--- src/rtl/cdc_toggle_rx_multi.sv ---
// Multi-channel toggle-CDC receiver: per-channel sync chain, 1-deep valid/ready holding register, ack toggle, sticky overrun.
// Optional per-channel saturating drop counters (output overrun_cnt) when CDC_RX_OVERRUN_CNT_EN is defined.
`timescale 1ns/1ps
module cdc_toggle_rx_multi #(
    parameter int CHANNELS    = 2,
    parameter int WIDTH       = 4,
    parameter int SYNC_STAGES = 2
) (
    input  logic                         clk,
    input  logic                         rst,
    input  logic [CHANNELS-1:0]          tog_in,
    input  logic [CHANNELS*WIDTH-1:0]    data_in,
    output logic [CHANNELS-1:0]          out_valid,
    input  logic [CHANNELS-1:0]          out_ready,
    output logic [CHANNELS*WIDTH-1:0]    out_data,
    output logic [CHANNELS-1:0]          ack_tog,
    output logic [CHANNELS-1:0]          overrun,
    input  logic [CHANNELS-1:0]          overrun_clr
`ifdef CDC_RX_OVERRUN_CNT_EN
    ,
    output logic [CHANNELS*8-1:0]        overrun_cnt
`endif
);

    generate
        for (genvar gi = 0; gi < CHANNELS; gi++) begin : g_ch
            logic [SYNC_STAGES-1:0] sync_reg;
            logic                   tog_d_reg;
            logic                   valid_reg;
            logic                   ack_reg;
            logic                   overrun_reg;
            logic [WIDTH-1:0]       data_reg;
            logic                   tog_edge;
            logic                   accept;
            logic                   drop;

            assign tog_edge = sync_reg[SYNC_STAGES-1] ^ tog_d_reg;
            assign accept   = valid_reg & out_ready[gi];
            // An edge that finds the register full and not draining is lost, never re-detected.
            assign drop     = tog_edge & valid_reg & ~out_ready[gi];

            always_ff @(posedge clk) begin
                if (rst) begin
                    sync_reg    <= '0;
                    tog_d_reg   <= 1'b0;
                    valid_reg   <= 1'b0;
                    ack_reg     <= 1'b0;
                    overrun_reg <= 1'b0;
                    data_reg    <= '0;
                end else begin
                    sync_reg  <= {sync_reg[SYNC_STAGES-2:0], tog_in[gi]};
                    tog_d_reg <= sync_reg[SYNC_STAGES-1];
                    if (accept) begin
                        ack_reg <= ~ack_reg;
                    end
                    if (tog_edge && (!valid_reg || accept)) begin
                        data_reg  <= data_in[gi*WIDTH +: WIDTH];
                        valid_reg <= 1'b1;
                    end else if (accept) begin
                        valid_reg <= 1'b0;
                    end
                    if (drop) begin
                        overrun_reg <= 1'b1;
                    end else if (overrun_clr[gi]) begin
                        overrun_reg <= 1'b0;
                    end
                end
            end

            assign out_valid[gi]                 = valid_reg;
            assign out_data[gi*WIDTH +: WIDTH]   = data_reg;
            assign ack_tog[gi]                   = ack_reg;
            assign overrun[gi]                   = overrun_reg;

`ifdef CDC_RX_OVERRUN_CNT_EN
            logic [7:0] cnt_reg;

            always_ff @(posedge clk) begin
                if (rst) begin
                    cnt_reg <= 8'd0;
                end else if (drop) begin
                    if (cnt_reg != 8'hFF) begin
                        cnt_reg <= cnt_reg + 8'd1;
                    end
                end else if (overrun_clr[gi]) begin
                    cnt_reg <= 8'd0;
                end
            end

            assign overrun_cnt[gi*8 +: 8] = cnt_reg;
`endif
        end
    endgenerate

endmodule

--- config.mk ---
export PLATFORM = sky130hd
export DESIGN_NAME = cdc_toggle_rx_multi
export DESIGN_NICKNAME = d
export VERILOG_FILES = /design/src/rtl/cdc_toggle_rx_multi.sv
export SDC_FILE = /design/constraint.sdc
export NUM_CORES = 1
export LEC_CHECK = 0
export CORE_MARGIN = 4
export CORE_UTILIZATION = 40
export DETAILED_ROUTE_END_ITERATION = 6
export MAX_ROUTING_LAYER = met4
export PLACE_DENSITY = 0.73
export SLEW_MARGIN = 20
export SYNTH_ARGS = -nofsm -noshare
export SYNTH_HDL_FRONTEND = slang
export SYNTH_SLANG_ARGS = --single-unit
--- constraint.sdc ---
create_clock -name clk -period 1.2 [get_ports clk]
set_input_delay 0.12 -clock clk [delete_from_list [all_inputs] [get_ports clk]]
set_output_delay 0.12 -clock clk [all_outputs]
set_load 0.01 [all_outputs]
==> results summary, run 1 <==
The run finished with clean final reports. The remaining number of nets flagged by the antenna check after routing came out at 0. Setup repair after global routing left no endpoint under its margin.

The power density relative to cell area came out at 1130 nW/um^2. The worst setup path is captured at an output port. The wire length of the first global-routing pass came out at 2390 um.

The depth of the most critical reg-to-reg path came out at 4. The fraction of the cycle the final worst path needs is 88.0%. The highest cell delay on the worst timing path came out at 0.37 ns.

The power share of the clock group came out at 30.1%. The maximum clock frequency came out at 0.947 GHz. The detailed-route via count is 562. The total count of max-transition violations in the final report came out at 0. TritonCTS built the clock tree. The count of TritonRoute iterations in the first routing pass came out at 3. The core area is 1820 um^2. The cell sitting at the root of the clock tree is a sky130_fd_sc_hd__clkbuf_4. The number of global-route vias before repair is 573.

The worst setup path is launched from a flop. The die is 52.8 um wide. The number of antenna violations at the first check in global routing is 0.

The combined buffer and inverter count along the critical path is 1. The max-cap check violation count came out at 0. Counting the buffers created by CTS gives 3. The relative area change from synthesis to final layout came out at 38.6%.

Summed over all layers, the global routing overflow is 0. The average instance in the mapped netlist occupies 9.92 um^2. Excluding fillers, the count of instances in the completed layout stands at 133.

The worst register-to-register path ends at g_ch[0].data_reg[3]. For this run, design rule violations remaining after detail routing come to 0. Grouping stages by cell kind, the critical path spends the most delay in flip-flops. The switching power of the nets is 0.272 mW. In this run the register-to-register setup slack is 0.16 ns. The critical path in this run is classified as flop to output port. Port buffering added 29 buffers. The highest net fanout along the worst path is 2. The share of total power in sequential cells is 56.1%. The count of final hold-check violations came to 0. For hold timing, the worst endpoint is g_ch[1].sync_reg[0]. The sequential cell area fraction in the yosys report came out at 49.8%. The net count after synthesis is 97. The worst hold path begins at tog_in[1]. The count of pins on the block boundary is 30. The share of total power in combinational logic came out at 13.8%. The final-layout worst hold slack is 0.375 ns.

The Yosys warning count came out at 0. The final layout contains 125 nets. The internal portion of the total power is 0.988 mW. 0 antenna diodes ended up in the layout. The average wire length per cell after detail routing is 10.4 um. Counting tap cells, the placed design contains a total of 129 instances. Entering global routing, the biggest net connects 17 pins. The worst path required time came out at 1.08 ns.

The netlist uses 14 different library cells. The leakage power figure is 0.478 nW. The starting DRC count in detailed routing is 3.

Synthesis inferred 20 register bits. The number of setup violations in the final report came out at 0. Once the floorplan was initialized, standard cells occupied 44.1% of the core.

The worst hold path depth came out at 2. The total routing usage reported by global routing came out at 11.8%. The peak ir drop on the vdd network is 0.719 mV. For the pin with the worst max-slew slack, the measured transition is 0.259 ns. The H-tree depth reported by CTS came out at 1. In the layout the commonest cells are sky130_fd_sc_hd__dfxtp_1 (20), sky130_fd_sc_hd__nand2b_1 (18), sky130_fd_sc_hd__clkdlybuf4s50_1 (15). The post-CTS setup repair buffer count came out at 0.

The synthesized cell area came out at 803 um^2. The startpoint identified for the worst register-to-register timing path is g_ch[0].tog_d_reg. The share of cells above drive strength 1 came out at 8.33%.

The clock reaches the later pin of the worst-skew pair after 0.29 ns. The worst clock skew is 0.00475 ns. The total detailed-routing wirelength came out at 1380 um. The time the worst path needs with I/O delays and setup came out at 1.06 ns.

The commonest non-fill, non-tap cell in the layout is sky130_fd_sc_hd__dfxtp_1. Net switching is 21.6% of the power. The global placer's final weighted congestion came out at 0.653. The type of the worst min-delay path is input pin to flop. The clock sink count came out at 20. The slowest stage of the critical path is the sky130_fd_sc_hd__dfxtp_1 cell.

The die outline area came out at 2790 um^2. The vias per cell is 4.23. The die span in y came out at 52.8 um. After technology mapping, the gate count stands at 81.

The number of buffers between clock root and the deepest sink is 2. The critical path goes through dlygate4sd2_1. The register with the most flip-flops in the layout has 8 of them. The worst path arrival time came out at 0.94 ns. The worst pin sits at a relative slew slack of 82.6%. The initialized floorplan defines 15 standard-cell rows.

After clock tree synthesis, the clock-pin slew on the worst setup and hold paths is 0.11 ns.
[power by group through the flow]
stage          clock network, mW  logic [mW]  registers [mW]
3_3_place_gp                   0       0.188           0.723
6_report                   0.379       0.174           0.707
3_5_place_dp                   0       0.190           0.723
2_1_floorplan                  0      0.0859           0.728
4_1_cts                    0.397       0.177           0.708
5_1_grt                    0.437       0.191           0.712
[how the worst max path moves through the flow]
stage	depth (start not counted)	from	to	slack [ns]
after floorplan	4	g_ch[0].tog_d_reg	g_ch[0].data_reg[0]	0.26
final	1	g_ch[1].data_reg[1]	out_data[5]	0.14
after CTS	1	g_ch[0].valid_reg	out_valid[0]	0.13
after detailed placement	5	out_ready[0]	g_ch[0].data_reg[2]	-0.1
after global routing	4	g_ch[0].tog_d_reg	g_ch[0].data_reg[2]	0.06
after global placement	5	out_ready[0]	g_ch[0].data_reg[3]	-0.05
[what timing repair did]
action | 4_1_cts | 5_1_grt
hold buffers | 0 | 0
setup endpoints to repair | 14 | 0
gates resized for setup | 14 | 0
[area by class of cell]
class	count	area, um^2
tap	25	31.3
sequential	20	400
multi-input combinational	48	328
fill	180	707
clock buffer	4	36.3
timing repair buffer	34	310
inverter	2	7.51
[through the flow]
step	total power [mW]	TNS (ns)	util, %	cell area (um^2)	worst slack (ns)
global route	1.34	0	61.2	1110	0.0626
detailed placement	0.913	-0.630	60.1	1090	-0.0991
floorplan	0.814	0	-	803	0.265
CTS	1.28	0	61.2	1110	0.126
global placement	0.910	-0.351	60.1	1090	-0.0492
finish	1.26	0	61.2	1110	0.144
[synth_stat cells, drive strengths merged]
cell type  number  area, um^2
xor2            2        17.5
inv             2        7.51
nor2b          10        62.6
o22ai           2        12.5
nand2b         18         113
mux2i           8        80.1
xnor2           2        17.5
a21oi           2        10.0
nor2            2        7.51
dfxtp          20         400
buf             9        60.1
clkbuf          2        7.51
nand2           2        7.51
[layer usage]
metal / vias to the layer above / part of all wire (%) / track usage [%]
li1: 299 / - / -
met1: 246 / 49 / 15.1
met2: 17 / 46 / 18.4
met3: 0 / 5.0 / 2.56
met4: 0 / 0 / 3.83
met5: - / 0 / -
[logic make-up (layout without fill, tap and decap cells)]
kind of cell           after synthesis  count (layout)  share of synthesized area [%]
XOR/XNOR                             4               4                           4.36
flip-flops                          20              20                           49.8
multiplexers                         8               8                           9.97
buffers and inverters               13              40                           9.35
AND/OR/NAND/NOR                     32              32                           23.7
AO/OA/AOI/OAI                        4               4                           2.80
Power figures use the tool's default switching activity.
==> run 2: changes to the inputs <==
--- a/config.mk
+++ b/config.mk
@@ -10,6 +10,7 @@
 export DETAILED_ROUTE_END_ITERATION = 6
 export MAX_ROUTING_LAYER = met4
 export PLACE_DENSITY = 0.73
+export REMOVE_ABC_BUFFERS = 1
 export SLEW_MARGIN = 20
 export SYNTH_ARGS = -nofsm -noshare
 export SYNTH_HDL_FRONTEND = slang
==> run 2 against run 1 <==
- utilization down 0.069 points
- sequential share of layout area barely moved
- final cell count down 0.75%
- critical path depth unchanged
- maximum frequency increased by 0.38%
- register-to-register slack about the same
- critical path type unchanged
- largest cell class unchanged
==> results summary, run 2 (synthesis gave the netlist of run 1 again) <==
The peak ir drop on the vdd network came out at 0.640 mV (was 0.719 mV). The post-layout net count came out at 125 (unchanged). The worst hold path depth is 2 (unchanged). The layout filler cell count came out at 174 (was 180). The number of antenna violations at the first check in global routing came out at 0 (unchanged). The highest cell delay on the worst timing path came to 0.36 ns (was 0.37 ns). The category of the worst setup path capture point is an output port (unchanged). The count of TritonRoute iterations in the first routing pass is 2 (was 3). The met3 capacity usage during global routing came to 3.70% (was 2.56%). The slowest cell on the critical path is sky130_fd_sc_hd__dfxtp_1 (unchanged). The number of buffers between clock root and the deepest sink is 2 (unchanged). The clock transition at the register clock pins on the worst setup and hold paths after CTS is 0.10 ns (was 0.11 ns). The combined buffer and inverter count along the critical path is 1 (unchanged). The leakage power figure came out at 0.475 nW (was 0.478 nW).

The remaining number of nets flagged by the antenna check after routing came out at 0 (unchanged). The H-tree depth reported by CTS came out at 1 (unchanged). The max-cap check violation count was 0 (unchanged). The destination of the worst hold path is g_ch[1].sync_reg[0] (unchanged).

The die span in y came to 52.8 um (unchanged). The share of total power in combinational logic came out at 15.1% (was 13.8%). The worst path required time came out at 1.08 ns (about the same). The area of combinational cells with multiple inputs is 328 um^2 (unchanged).

The met1 layer usage reported by global route was 12.9% (was 15.1%). The type of the worst min-delay path is input pin to flop (unchanged). The relative area change from synthesis to final layout is 38.5% (was 38.6%). The worst path arrival time was 0.93 ns (was 0.94 ns). The latest clock arrival within the worst-skew pair was 0.29 ns (about the same). The number of port buffers came out at 29 (unchanged). The depth of the most critical reg-to-reg path is 4 (unchanged).

The post-layout total power came out at 1.18 mW (was 1.26 mW). The kind of critical path is flop to output port (unchanged). The power share of the clock group is 25.2% (was 30.1%). The startpoint of the worst setup timing path is g_ch[1].data_reg[2] (was g_ch[1].data_reg[1]). The global placer's final weighted congestion came out at 0.687 (was 0.653). The total count of max-transition violations in the final report is 0 (unchanged).

The power density relative to cell area is 1060 nW/um^2 (was 1130 nW/um^2). The total negative slack was 0 ns (unchanged). Commonest cells after routing, fill and taps aside: sky130_fd_sc_hd__dfxtp_1 (20), sky130_fd_sc_hd__nand2b_1 (18), sky130_fd_sc_hd__clkdlybuf4s50_1 (15) (unchanged). The switching power of the nets came out at 0.261 mW (was 0.272 mW). The fraction of the cycle the final worst path needs came out at 87.7% (was 88.0%). The root cell of the clock tree is sky130_fd_sc_hd__clkbuf_4 (unchanged). The cell row count was 15 (unchanged). The total routing usage reported by global routing is 12.2% (was 11.8%). The highest net fanout along the worst path is 2 (unchanged).

The count of final hold-check violations came out at 0 (unchanged). The residual overflow from global routing was 0 (unchanged). Setup repair after global routing missed its margin: false (unchanged). The commonest non-fill, non-tap cell in the layout was sky130_fd_sc_hd__dfxtp_1 (unchanged). The worst-case register-to-register setup slack came out at 0.17 ns (was 0.16 ns). The number of setup violations in the final report is 0 (unchanged). The internal power of the cells is 0.923 mW (was 0.988 mW). The number of global-route vias before repair is 580 (was 573).

The CTS tree is done (unchanged). Run status: complete, no violations (unchanged). The detailed-route via count came out at 580 (was 562). Detailed placement ended at an HPWL of 1070 um. The residual DRC count was 0 (unchanged). The count of pins on the block boundary came out at 30 (unchanged). The wire length of the first global-routing pass was 2410 um (was 2390 um). The share of cells above drive strength 1 is 7.48% (was 8.33%). The die width came out at 52.8 um (unchanged). The most crowded layer after global routing is met2 (unchanged). The global routing met2 resource utilization is 20.9% (was 18.4%).

The total detailed-routing wirelength came out at 1460 um (was 1380 um). The antenna diode instance count came out at 0 (unchanged). The number of flip-flops under the largest register name is 8 (unchanged).

The maximum clock frequency came out at 0.951 GHz (was 0.947 GHz). The worst reg2reg path endpoint is g_ch[1].data_reg[1] (was g_ch[0].data_reg[3]). The critical register-to-register path startpoint is g_ch[1].tog_d_reg (was g_ch[0].tog_d_reg). The slew of the pin with the lowest slew margin is 0.270 ns (was 0.259 ns).

The family of cells with the greatest summed delay on the critical path is flip-flops (unchanged). The die outline area came out at 2790 um^2 (unchanged). The time the worst path needs with I/O delays and setup came out at 1.05 ns (was 1.06 ns). The worst clock skew is 0.00252 ns (was 0.00475 ns). The critical path startpoint category was a flop (unchanged). The vias per cell is 4.39 (was 4.23). Cells along the critical path: dlygate4sd2_1 (unchanged). The share of total power in sequential cells came out at 59.7% (was 56.1%). The number of buffers added to fix hold violations after cts is 0 (unchanged).

The initial cell density of the core is 44.1% (unchanged). The average wire length per cell after detail routing came to 11.1 um (was 10.4 um). The number of buffers inserted during clock tree synthesis came out at 3 (unchanged). The pin count of the biggest net entering global routing is 29 (was 17).

The core area is 1820 um^2 (unchanged). The sequential cell area came out at 400 um^2 (unchanged). The start point of the worst min-delay path was tog_in[1] (unchanged).

The starting DRC count in detailed routing is 1 (was 3). The tightest slew margin relative to the limit is 81.8% (was 82.6%). The clock sink count is 20 (unchanged). The share of total power consumed by net switching is 22.0% (was 21.6%).
==> run 2: cell type report <==
cell class                 count  area share, %
sequential                    20           36.0
clock buffer                   3           2.02
inverter                       2          0.675
tap                           25           2.81
timing repair buffer          34           29.0
multi-input combinational     48           29.5
==> run 2: power groups by stage <==
stage | Sequential (mW) | Clock (mW) | Combinational (mW)
4_1_cts | 0.708 | 0.320 | 0.182
6_report | 0.707 | 0.299 | 0.179
5_1_grt | 0.712 | 0.346 | 0.196
3_5_place_dp | 0.723 | 0 | 0.195
2_1_floorplan | 0.732 | 0 | 0.0591
3_3_place_gp | 0.722 | 0 | 0.192
==> run 2: what timing repair did <==
item | CTS | global route
endpoints found under the setup margin | 14 | 0
setup buffers | 0 | 0
endpoints found under the hold margin | 0 | 0
gates resized for setup | 14 | 0
==> run 2: worst max path at each step <==
stage	end	slack [ns]	depth (start not counted)
5_1_grt	g_ch[1].data_reg[3]	0.05	4
4_1_cts	out_data[6]	0.12	1
3_5_place_dp	g_ch[0].data_reg[1]	-0.06	5
3_3_place_gp	g_ch[0].data_reg[2]	-0.04	5
6_report	out_data[6]	0.15	1
2_1_floorplan	g_ch[0].data_reg[0]	0.15	3
==> run 2: routing by layer <==
metal  wire length (um)  up-vias
met3                127        0
met5                  0        -
li1                   -      297
met4                  0        0
met2                714       23
met1                621      260
==> run 2: per-stage QoR <==
stage	utilization, %	setup WS, ns	area (um^2)	hold slack [ns]	instances
after floorplan	-	0.152	736	0.189	70
after global placement	60.8	-0.0426	1110	0.421	129
after detailed placement	60.8	-0.0636	1110	0.429	129
after CTS	61.1	0.119	1110	0.365	132
after global routing	61.1	0.0451	1110	0.360	132
final	61.1	0.148	1110	0.380	132
